**config.mk**
```make
export PLATFORM = sky130hd
export DESIGN_NAME = hash_arbiter
export DESIGN_NICKNAME = d
export VERILOG_FILES = /design/src/rtl/hash_arbiter_pkg.sv /design/src/rtl/hash_arbiter_rr.sv /design/src/rtl/hash_func.sv /design/src/rtl/hash_arbiter.sv
export SDC_FILE = /design/constraint.sdc
export NUM_CORES = 2
export LEC_CHECK = 0
export ABC_CLOCK_PERIOD_IN_PS = 14800
export CORE_UTILIZATION = 50
export DETAILED_ROUTE_END_ITERATION = 10
export PLACE_DENSITY = 0.72
export SETUP_SLACK_MARGIN = 0.05
export SYNTH_ARGS = -nofsm -noshare
export SYNTH_HDL_FRONTEND = slang
export SYNTH_SLANG_ARGS = --single-unit
```
**constraint.sdc**
```tcl
create_clock -name clk -period 14.8 [get_ports clk]
set_clock_uncertainty 0.05 [all_clocks]
set_input_delay 2.96 -clock clk [delete_from_list [all_inputs] [get_ports clk]]
set_output_delay 2.96 -clock clk [all_outputs]
set_load 0.01 [all_outputs]
```
**src/rtl/hash_arbiter_pkg.sv**
```systemverilog
// hash_arbiter_pkg
// Shared types and constants for the hash arbiter slice:
//   tuple_t        packed 5-tuple (src/dst IP, src/dst port, protocol)
//   l3_state_t     lookup3 working state {a, b, c}
//   HASH_LAT       hash core latency in cycles (fixed by the core)
//   HASH_ARB_ID_W  default requester ID width
//   rot32()        32-bit rotate-left helper
package hash_arbiter_pkg;

  localparam int HASH_LAT      = 8;
  localparam int HASH_ARB_ID_W = 3;

  // lookup3 initial value for a 13-byte key: 0xdeadbeef + 13.
  localparam logic [31:0] LOOKUP3_INIT = 32'hdeadbefc;

  typedef struct packed {
    logic [31:0] src_ip;
    logic [31:0] dst_ip;
    logic [15:0] src_port;
    logic [15:0] dst_port;
    logic [7:0]  proto;
  } tuple_t;

  typedef struct packed {
    logic [31:0] a;
    logic [31:0] b;
    logic [31:0] c;
  } l3_state_t;

  function automatic logic [31:0] rot32(input logic [31:0] x, input int unsigned k);
    return (x << k) | (x >> (32 - k));
  endfunction

endpackage

```
**src/rtl/hash_arbiter_rr.sv**
```systemverilog
// rr_arbiter
// Generic round-robin picker: first set bit of req searching from ptr upward,
// wrapping modulo NUM_REQ.
//   req           request vector
//   ptr           search start index (must be < NUM_REQ)
//   grant_onehot  one-hot grant, zero when no request
//   grant_idx     index of the granted requester
//   any           at least one request present
module rr_arbiter #(
  parameter int NUM_REQ = 4,
  parameter int ID_W    = 3
) (
  input  logic [NUM_REQ-1:0] req,
  input  logic [ID_W-1:0]    ptr,
  output logic [NUM_REQ-1:0] grant_onehot,
  output logic [ID_W-1:0]    grant_idx,
  output logic               any
);

  int idx;

  always_comb begin
    grant_onehot = '0;
    grant_idx    = '0;
    any          = 1'b0;
    idx          = 0;
    for (int off = 0; off < NUM_REQ; off++) begin
      idx = int'(ptr) + off;
      if (idx >= NUM_REQ) idx = idx - NUM_REQ;
      // Constant-index compare keeps the select width-exact.
      for (int i = 0; i < NUM_REQ; i++) begin
        if (i == idx && req[i] && !any) begin
          any             = 1'b1;
          grant_onehot[i] = 1'b1;
          grant_idx       = ID_W'(i);
        end
      end
    end
  end

endmodule

```
**src/rtl/hash_func.sv**
```systemverilog
// hash_func
// 8-stage lookup3-final tuple hash core.
//   clk            clock
//   stall          freezes every stage when high
//   tuple_in       5-tuple to hash
//   tuple_in_valid tuple_in carries a real request this cycle
//   initval        seed, consumed only when the tuple enters stage 0
//   hashed         hash result (lookup3 'c'), valid HASH_LAT cycles after issue
// The internal valid chain has no reset and only gates stage loads; results
// are qualified by the caller's own tag pipe.
module hash_func
  import hash_arbiter_pkg::*;
(
  input  logic        clk,
  input  logic        stall,
  input  tuple_t      tuple_in,
  input  logic        tuple_in_valid,
  input  logic [31:0] initval,
  output logic [31:0] hashed
);

  function automatic l3_state_t l3_load(input tuple_t t, input logic [31:0] seed);
    l3_state_t s;
    logic [31:0] init;
    init = LOOKUP3_INIT + seed;
    s.a  = init + t.src_ip + {24'h0, t.proto};
    s.b  = init + t.dst_ip;
    s.c  = init + {t.src_port, t.dst_port};
    return s;
  endfunction

  // One line of lookup3 final() per stage.
  function automatic l3_state_t l3_final_step(input int k, input l3_state_t s);
    l3_state_t r;
    r = s;
    case (k)
      1: r.c = (r.c ^ r.b) - rot32(r.b, 14);
      2: r.a = (r.a ^ r.c) - rot32(r.c, 11);
      3: r.b = (r.b ^ r.a) - rot32(r.a, 25);
      4: r.c = (r.c ^ r.b) - rot32(r.b, 16);
      5: r.a = (r.a ^ r.c) - rot32(r.c, 4);
      6: r.b = (r.b ^ r.a) - rot32(r.a, 14);
      7: r.c = (r.c ^ r.b) - rot32(r.b, 24);
      default: r = s;
    endcase
    return r;
  endfunction

  logic      vld_p [HASH_LAT-1];
  l3_state_t st_p  [HASH_LAT];

  // Stage 0: load with seed; stages 1..7: one final() step each
  always_ff @(posedge clk) begin
    if (!stall) begin
      vld_p[0] <= tuple_in_valid;
      if (tuple_in_valid) st_p[0] <= l3_load(tuple_in, initval);
      for (int k = 1; k < HASH_LAT - 1; k++) begin
        vld_p[k] <= vld_p[k-1];
      end
      for (int k = 1; k < HASH_LAT; k++) begin
        if (vld_p[k-1]) st_p[k] <= l3_final_step(k, st_p[k-1]);
      end
    end
  end

  assign hashed = st_p[HASH_LAT-1].c;

endmodule

```
**src/rtl/hash_arbiter.sv**
```systemverilog
// hash_arbiter
// Shares one HASH_LAT-stage tuple hash core among NUM_REQ requesters with
// round-robin grant, carrying the requester ID alongside each tuple.
//   clk, rst_n     clock, asynchronous active-low reset
//   req_valid      per-requester request valid
//   req_tuple      per-requester 5-tuple
//   req_ready      per-requester accept (one-hot or zero)
//   cfg_wr         load cfg_initval into the hash seed
//   cfg_initval    seed value
//   out_valid      result valid
//   out_hash       hash result
//   out_id         requester that issued the tuple
//   out_ready      consumer accepts result; low with out_valid stalls everything
// Optional (HASH_ARB_STATS_EN defined):
//   stats_clr      synchronously zero all counters
//   grant_cnt      per-requester saturating accepted-request count
//   stall_cnt      saturating stall-cycle count
module hash_arbiter
  import hash_arbiter_pkg::*;
#(
  parameter int NUM_REQ = 4,
  parameter int ID_W    = HASH_ARB_ID_W
) (
  input  logic                     clk,
  input  logic                     rst_n,
`ifdef HASH_ARB_STATS_EN
  input  logic                     stats_clr,
  output logic [NUM_REQ-1:0][31:0] grant_cnt,
  output logic [31:0]              stall_cnt,
`endif
  input  logic [NUM_REQ-1:0]       req_valid,
  input  tuple_t [NUM_REQ-1:0]     req_tuple,
  output logic [NUM_REQ-1:0]       req_ready,
  input  logic                     cfg_wr,
  input  logic [31:0]              cfg_initval,
  output logic                     out_valid,
  output logic [31:0]              out_hash,
  output logic [ID_W-1:0]          out_id,
  input  logic                     out_ready
);

  logic               stall;
  logic               issue;
  logic [ID_W-1:0]    rr_ptr;
  logic [31:0]        seed;
  logic [NUM_REQ-1:0] grant_onehot;
  logic [ID_W-1:0]    grant_idx;
  logic               grant_any;
  tuple_t             tuple_in;

  logic               tag_vld_p [HASH_LAT];
  logic [ID_W-1:0]    tag_id_p  [HASH_LAT];

  assign stall = out_valid & ~out_ready;

  rr_arbiter #(
    .NUM_REQ (NUM_REQ),
    .ID_W    (ID_W)
  ) u_rr (
    .req          (req_valid),
    .ptr          (rr_ptr),
    .grant_onehot (grant_onehot),
    .grant_idx    (grant_idx),
    .any          (grant_any)
  );

  // Gated by rst_n so no requester sees an accept while reset is held.
  assign req_ready = rst_n ? (grant_onehot & {NUM_REQ{~stall}}) : '0;
  assign issue     = grant_any & ~stall;

  always_comb begin
    tuple_in = '0;
    for (int i = 0; i < NUM_REQ; i++) begin
      if (grant_onehot[i]) tuple_in = req_tuple[i];
    end
  end

  always_ff @(posedge clk or negedge rst_n) begin
    if (!rst_n) begin
      rr_ptr <= '0;
      seed   <= 32'h0;
    end else begin
      if (issue) begin
        if (grant_idx == ID_W'(NUM_REQ - 1)) rr_ptr <= '0;
        else                                 rr_ptr <= grant_idx + 1'b1;
      end
      // The core samples seed at its input stage, so a same-cycle issue
      // still sees the old value.
      if (cfg_wr) seed <= cfg_initval;
    end
  end

  hash_func u_hash (
    .clk            (clk),
    .stall          (stall),
    .tuple_in       (tuple_in),
    .tuple_in_valid (issue),
    .initval        (seed),
    .hashed         (out_hash)
  );

  // Tag pipe p0..p7: mirrors the core stage-for-stage, reset-clean valids
  always_ff @(posedge clk or negedge rst_n) begin
    if (!rst_n) begin
      for (int i = 0; i < HASH_LAT; i++) begin
        tag_vld_p[i] <= 1'b0;
        tag_id_p[i]  <= '0;
      end
    end else if (!stall) begin
      tag_vld_p[0] <= issue;
      tag_id_p[0]  <= grant_idx;
      for (int i = 1; i < HASH_LAT; i++) begin
        tag_vld_p[i] <= tag_vld_p[i-1];
        tag_id_p[i]  <= tag_id_p[i-1];
      end
    end
  end

  assign out_valid = tag_vld_p[HASH_LAT-1];
  assign out_id    = tag_id_p[HASH_LAT-1];

`ifdef HASH_ARB_STATS_EN
  function automatic logic [31:0] sat_inc(input logic [31:0] v);
    return (v == 32'hffff_ffff) ? v : v + 32'd1;
  endfunction

  always_ff @(posedge clk or negedge rst_n) begin
    if (!rst_n) begin
      grant_cnt <= '0;
      stall_cnt <= '0;
    end else if (stats_clr) begin
      grant_cnt <= '0;
      stall_cnt <= '0;
    end else begin
      for (int i = 0; i < NUM_REQ; i++) begin
        if (issue && grant_onehot[i]) grant_cnt[i] <= sat_inc(grant_cnt[i]);
      end
      if (stall) stall_cnt <= sat_inc(stall_cnt);
    end
  end
`endif

endmodule

```
==> impl_metrics.ini <==
[floorplanning]
dieWidth_um = 295.9
die_h_um = 295.9
core_area_mm2 = 0.08541
core.rowCount = 107
boundaryPins = 496
floorplan.initialDensity = 0.5057
overall_die_area_mm2 = 0.08756

[routing]
drtAntennaViolNets = 0
detail_route.iter0.violations = 2380
drt_first_pass_iters = 11
remaining_drc_errors = 11
totalWireLength_mm = 132.7
via_per_inst = 5.619
routed-via-count = 30994
wl_per_cell_um = 24.06

[logic_synthesis]
postSynthNetCount = 4613
synth_cell_type_count = 87
synth-seq-cells = 737
syn_area_mm2 = 0.04319
asyncSetResetFlopFracSynth = 0.07870
synth_seq_area_share = 0.5057
yosys_warnings = 0
post_synth.cell_area_avg_um2 = 11.35
synthesis.instances = 3805
ys_dominant_reg_cell = edfxtp_1
synth-edff-count = 679

[sta]
worst_pin_slew_ns = 1.211
totalNegativeSetupSlack_ns = 0
number_of_slew_limit_violations_in_the_final_report = 0
finalCritPeriodShare = 0.5758
slew_headroom = 0.1924
rsz0062_at_grt = no
post-route-min-period_ns = 8.522
setup_viol = 0
hold_violations = 0
max_clock_freq_mhz = 117.3

[clock_tree]
cts_repair_resize_count = 0
cts_sinks = 737
clkTransAtPathRegs_ns = 0.06
clockRootBuffer = clkbuf_16
ctsHoldBuffers = 0
cts_max_level = 3
cts_made_buffers = 82
cts_post_setup_buffers_inserted = 0
worstSkewPairLatency_ns = 0.64
tritoncts_clock_tree = yes
clock_tree.buffer_depth = 3

[cells_and_area]
layout-area-overhead-vs-synth_pct = 20.75
post_route_cells_drive_above_1_share = 0.05267
final_core_utilization = 0.6106
final.fill_count = 7018
layout.cells.most_common_list = edfxtp_1, clkdlybuf4s50_1, nand2_1, ha_1, xor2_1
fin_nets = 5108
final_common_cell = edfxtp_1

[run_status]
outcome = finished with violations
violations_in_the_final_reports = design-rule violations

[critical_path]
timing.critical_path.from_type = primary input
worst-endpoint-arrival_ns = 8.85
cp.required_ns = 15.12
critical_path_peak_fanout = 66
setup_crit_end_kind = flop
cp-endpoint = u_hash.st_p[0][95]
reg2reg_setup_slack_ns = 8.69
reg2reg_to = u_hash.st_p[0][95]
path_class = in2reg
setup.worst_path.start = req_valid[0]
reg2reg_launch_point = rr_ptr[0]
worstRegToRegCells = 20

[place]
detailed_place_hpwl_mm = 108.5
routabilityCongestion = 1.003
place.port_buffers = 494

[run]
max_cap_viol_count = 0

[global_route]
global_route_wire_length_before_repair_mm = 189.2
grt_antenna_before_repair = 19
via_count_of_the_first_global_routing_pass = 30576
gr-total-overflow = 0
maximum_number_of_pins_on_one_net_before_global_route_repair = 89
globalRouteTotalUtil = 0.2998

[min_path]
hold_path_class = reg2reg
-- area by class of cell --
cell class | instances | area, um^2 | share of cell area
inverters | 304 | 1141 | 0.02188
flip-flops and latches | 737 | 21840 | 0.4188
repair buffers | 509 | 5047 | 0.09679
well taps | 1144 | 1431 | 0.02745
clock inverters | 59 | 784.5 | 0.01504
multi-input cells | 2666 | 19760 | 0.3789
diodes | 5 | 12.51 | 0.0002399
clock buffers | 92 | 2132 | 0.04088
-- registers in the layout, indices dropped and copies added (netlist names) --
register	flops
tag_id_p	14
seed	32
tag_vld_p	7
u_hash.st_p	672
out_valid	1
out_id	2
rr_ptr	2
u_hash.vld_p	7
-- metrics by stage --
step | worst slack, ns | cells | hold slack, ns | instance area, um^2
floorplan | 6.504 | 3805 | 0.3503 | 43190
global placement | 5.741 | 5360 | 0.3506 | 49220
detailed placement | 5.726 | 5360 | 0.3545 | 49220
CTS | 6.389 | 5511 | 0.3536 | 52140
global route | 5.961 | 5515 | 0.3646 | 52150
finish | 6.278 | 5516 | 0.3560 | 52150
-- worst max-delay path, stage by stage --
cell             delay [ns]
clkdlybuf4s50_1        0.53
nor2_1                 0.20
a21oi_1                0.06
o22ai_1                0.11
and2_4                 0.51
buf_4                  0.65
nand2_1                0.14
nand2_1                0.12
fa_1                   0.42
ha_1                   0.26
fa_1                   0.49
a211oi_1               0.25
nor2_1                 0.11
o221ai_1               0.46
o211ai_1               0.35
a32oi_1                0.46
a21oi_1                0.22
nand4_1                0.14
nand4b_1               0.09
a21oi_1                0.19
xnor2_1                0.08
-- cell families (layout without fill, tap and decap cells) --
kind of cell | Yosys count | in the layout | synth area share
compound gates | 901 | 901 | 0.1451
xor+xnor | 528 | 528 | 0.1071
fa+ha+maj | 352 | 352 | 0.1051
buf+inv | 402 | 964 | 0.03798
flops | 737 | 737 | 0.5057
mux | 31 | 31 | 0.008053
other cells | 1 | 6 | 0.00008683
simple gates | 853 | 853 | 0.09091
-- cells in the mapped netlist, drive strengths merged, types with 8 or more instances --
| library cell | n | area, um^2 |
|---|---|---|
| and2 | 23 | 143.9 |
| fa | 18 | 360.4 |
| dfrtp | 58 | 1451 |
| a21oi | 239 | 1204 |
| nand2 | 399 | 1498 |
| nor4 | 9 | 56.30 |
| a21o | 144 | 1081 |
| a21boi | 11 | 82.58 |
| nor2b | 32 | 200.2 |
| nand4 | 24 | 150.1 |
| a211oi | 27 | 212.7 |
| mux2 | 30 | 337.8 |
| inv | 303 | 1137 |
| o211ai | 12 | 90.09 |
| o2111ai | 8 | 70.07 |
| and3 | 31 | 193.9 |
| nor3 | 44 | 220.2 |
| or3 | 16 | 100.1 |
| edfxtp | 679 | 20390 |
| and4 | 11 | 96.34 |
| o21a | 54 | 405.4 |
| a31oi | 22 | 152.7 |
| a2111oi | 9 | 92.59 |
| nand2b | 47 | 294.0 |
| nor2 | 154 | 585.6 |
| o21ai | 147 | 754.5 |
| o31ai | 15 | 117.6 |
| a211o | 10 | 87.58 |
| a222oi | 100 | 1001 |
| xnor2 | 223 | 1953 |
| buf | 38 | 274.0 |
| ha | 334 | 4179 |
| nand3 | 35 | 175.2 |
| or2 | 11 | 68.82 |
| xor2 | 305 | 2671 |
| o21bai | 30 | 225.2 |
| clkbuf | 60 | 225.2 |
-- layer usage --
| metal | vias up | global-route usage | share of wire |
|---|---|---|---|
| met5 | - | 0 | 0.0011 |
| met4 | 22 | 0.2391 | 0.089 |
| met3 | 348 | 0.05096 | 0.053 |
| met2 | 1098 | 0.5421 | 0.51 |
| met1 | 14598 | 0.3047 | 0.35 |
| li1 | 14928 | - | - |
-- worst min path at each step --
stage | to | from | slack, ns | cells after the start
floorplan | u_hash.st_p[0][160] | u_hash.st_p[0][64] | 0.35 | 0
global placement | u_hash.st_p[1][214] | u_hash.st_p[1][118] | 0.35 | 0
detailed placement | u_hash.st_p[0][191] | u_hash.st_p[0][95] | 0.35 | 0
CTS | u_hash.st_p[0][251] | u_hash.st_p[0][155] | 0.35 | 0
global route | u_hash.st_p[0][253] | u_hash.st_p[0][157] | 0.36 | 0
finish | u_hash.st_p[0][298] | u_hash.st_p[0][202] | 0.36 | 0
Power is not shown: default switching activity piles up to over one toggle a cycle in this logic, so the estimate is an artifact.
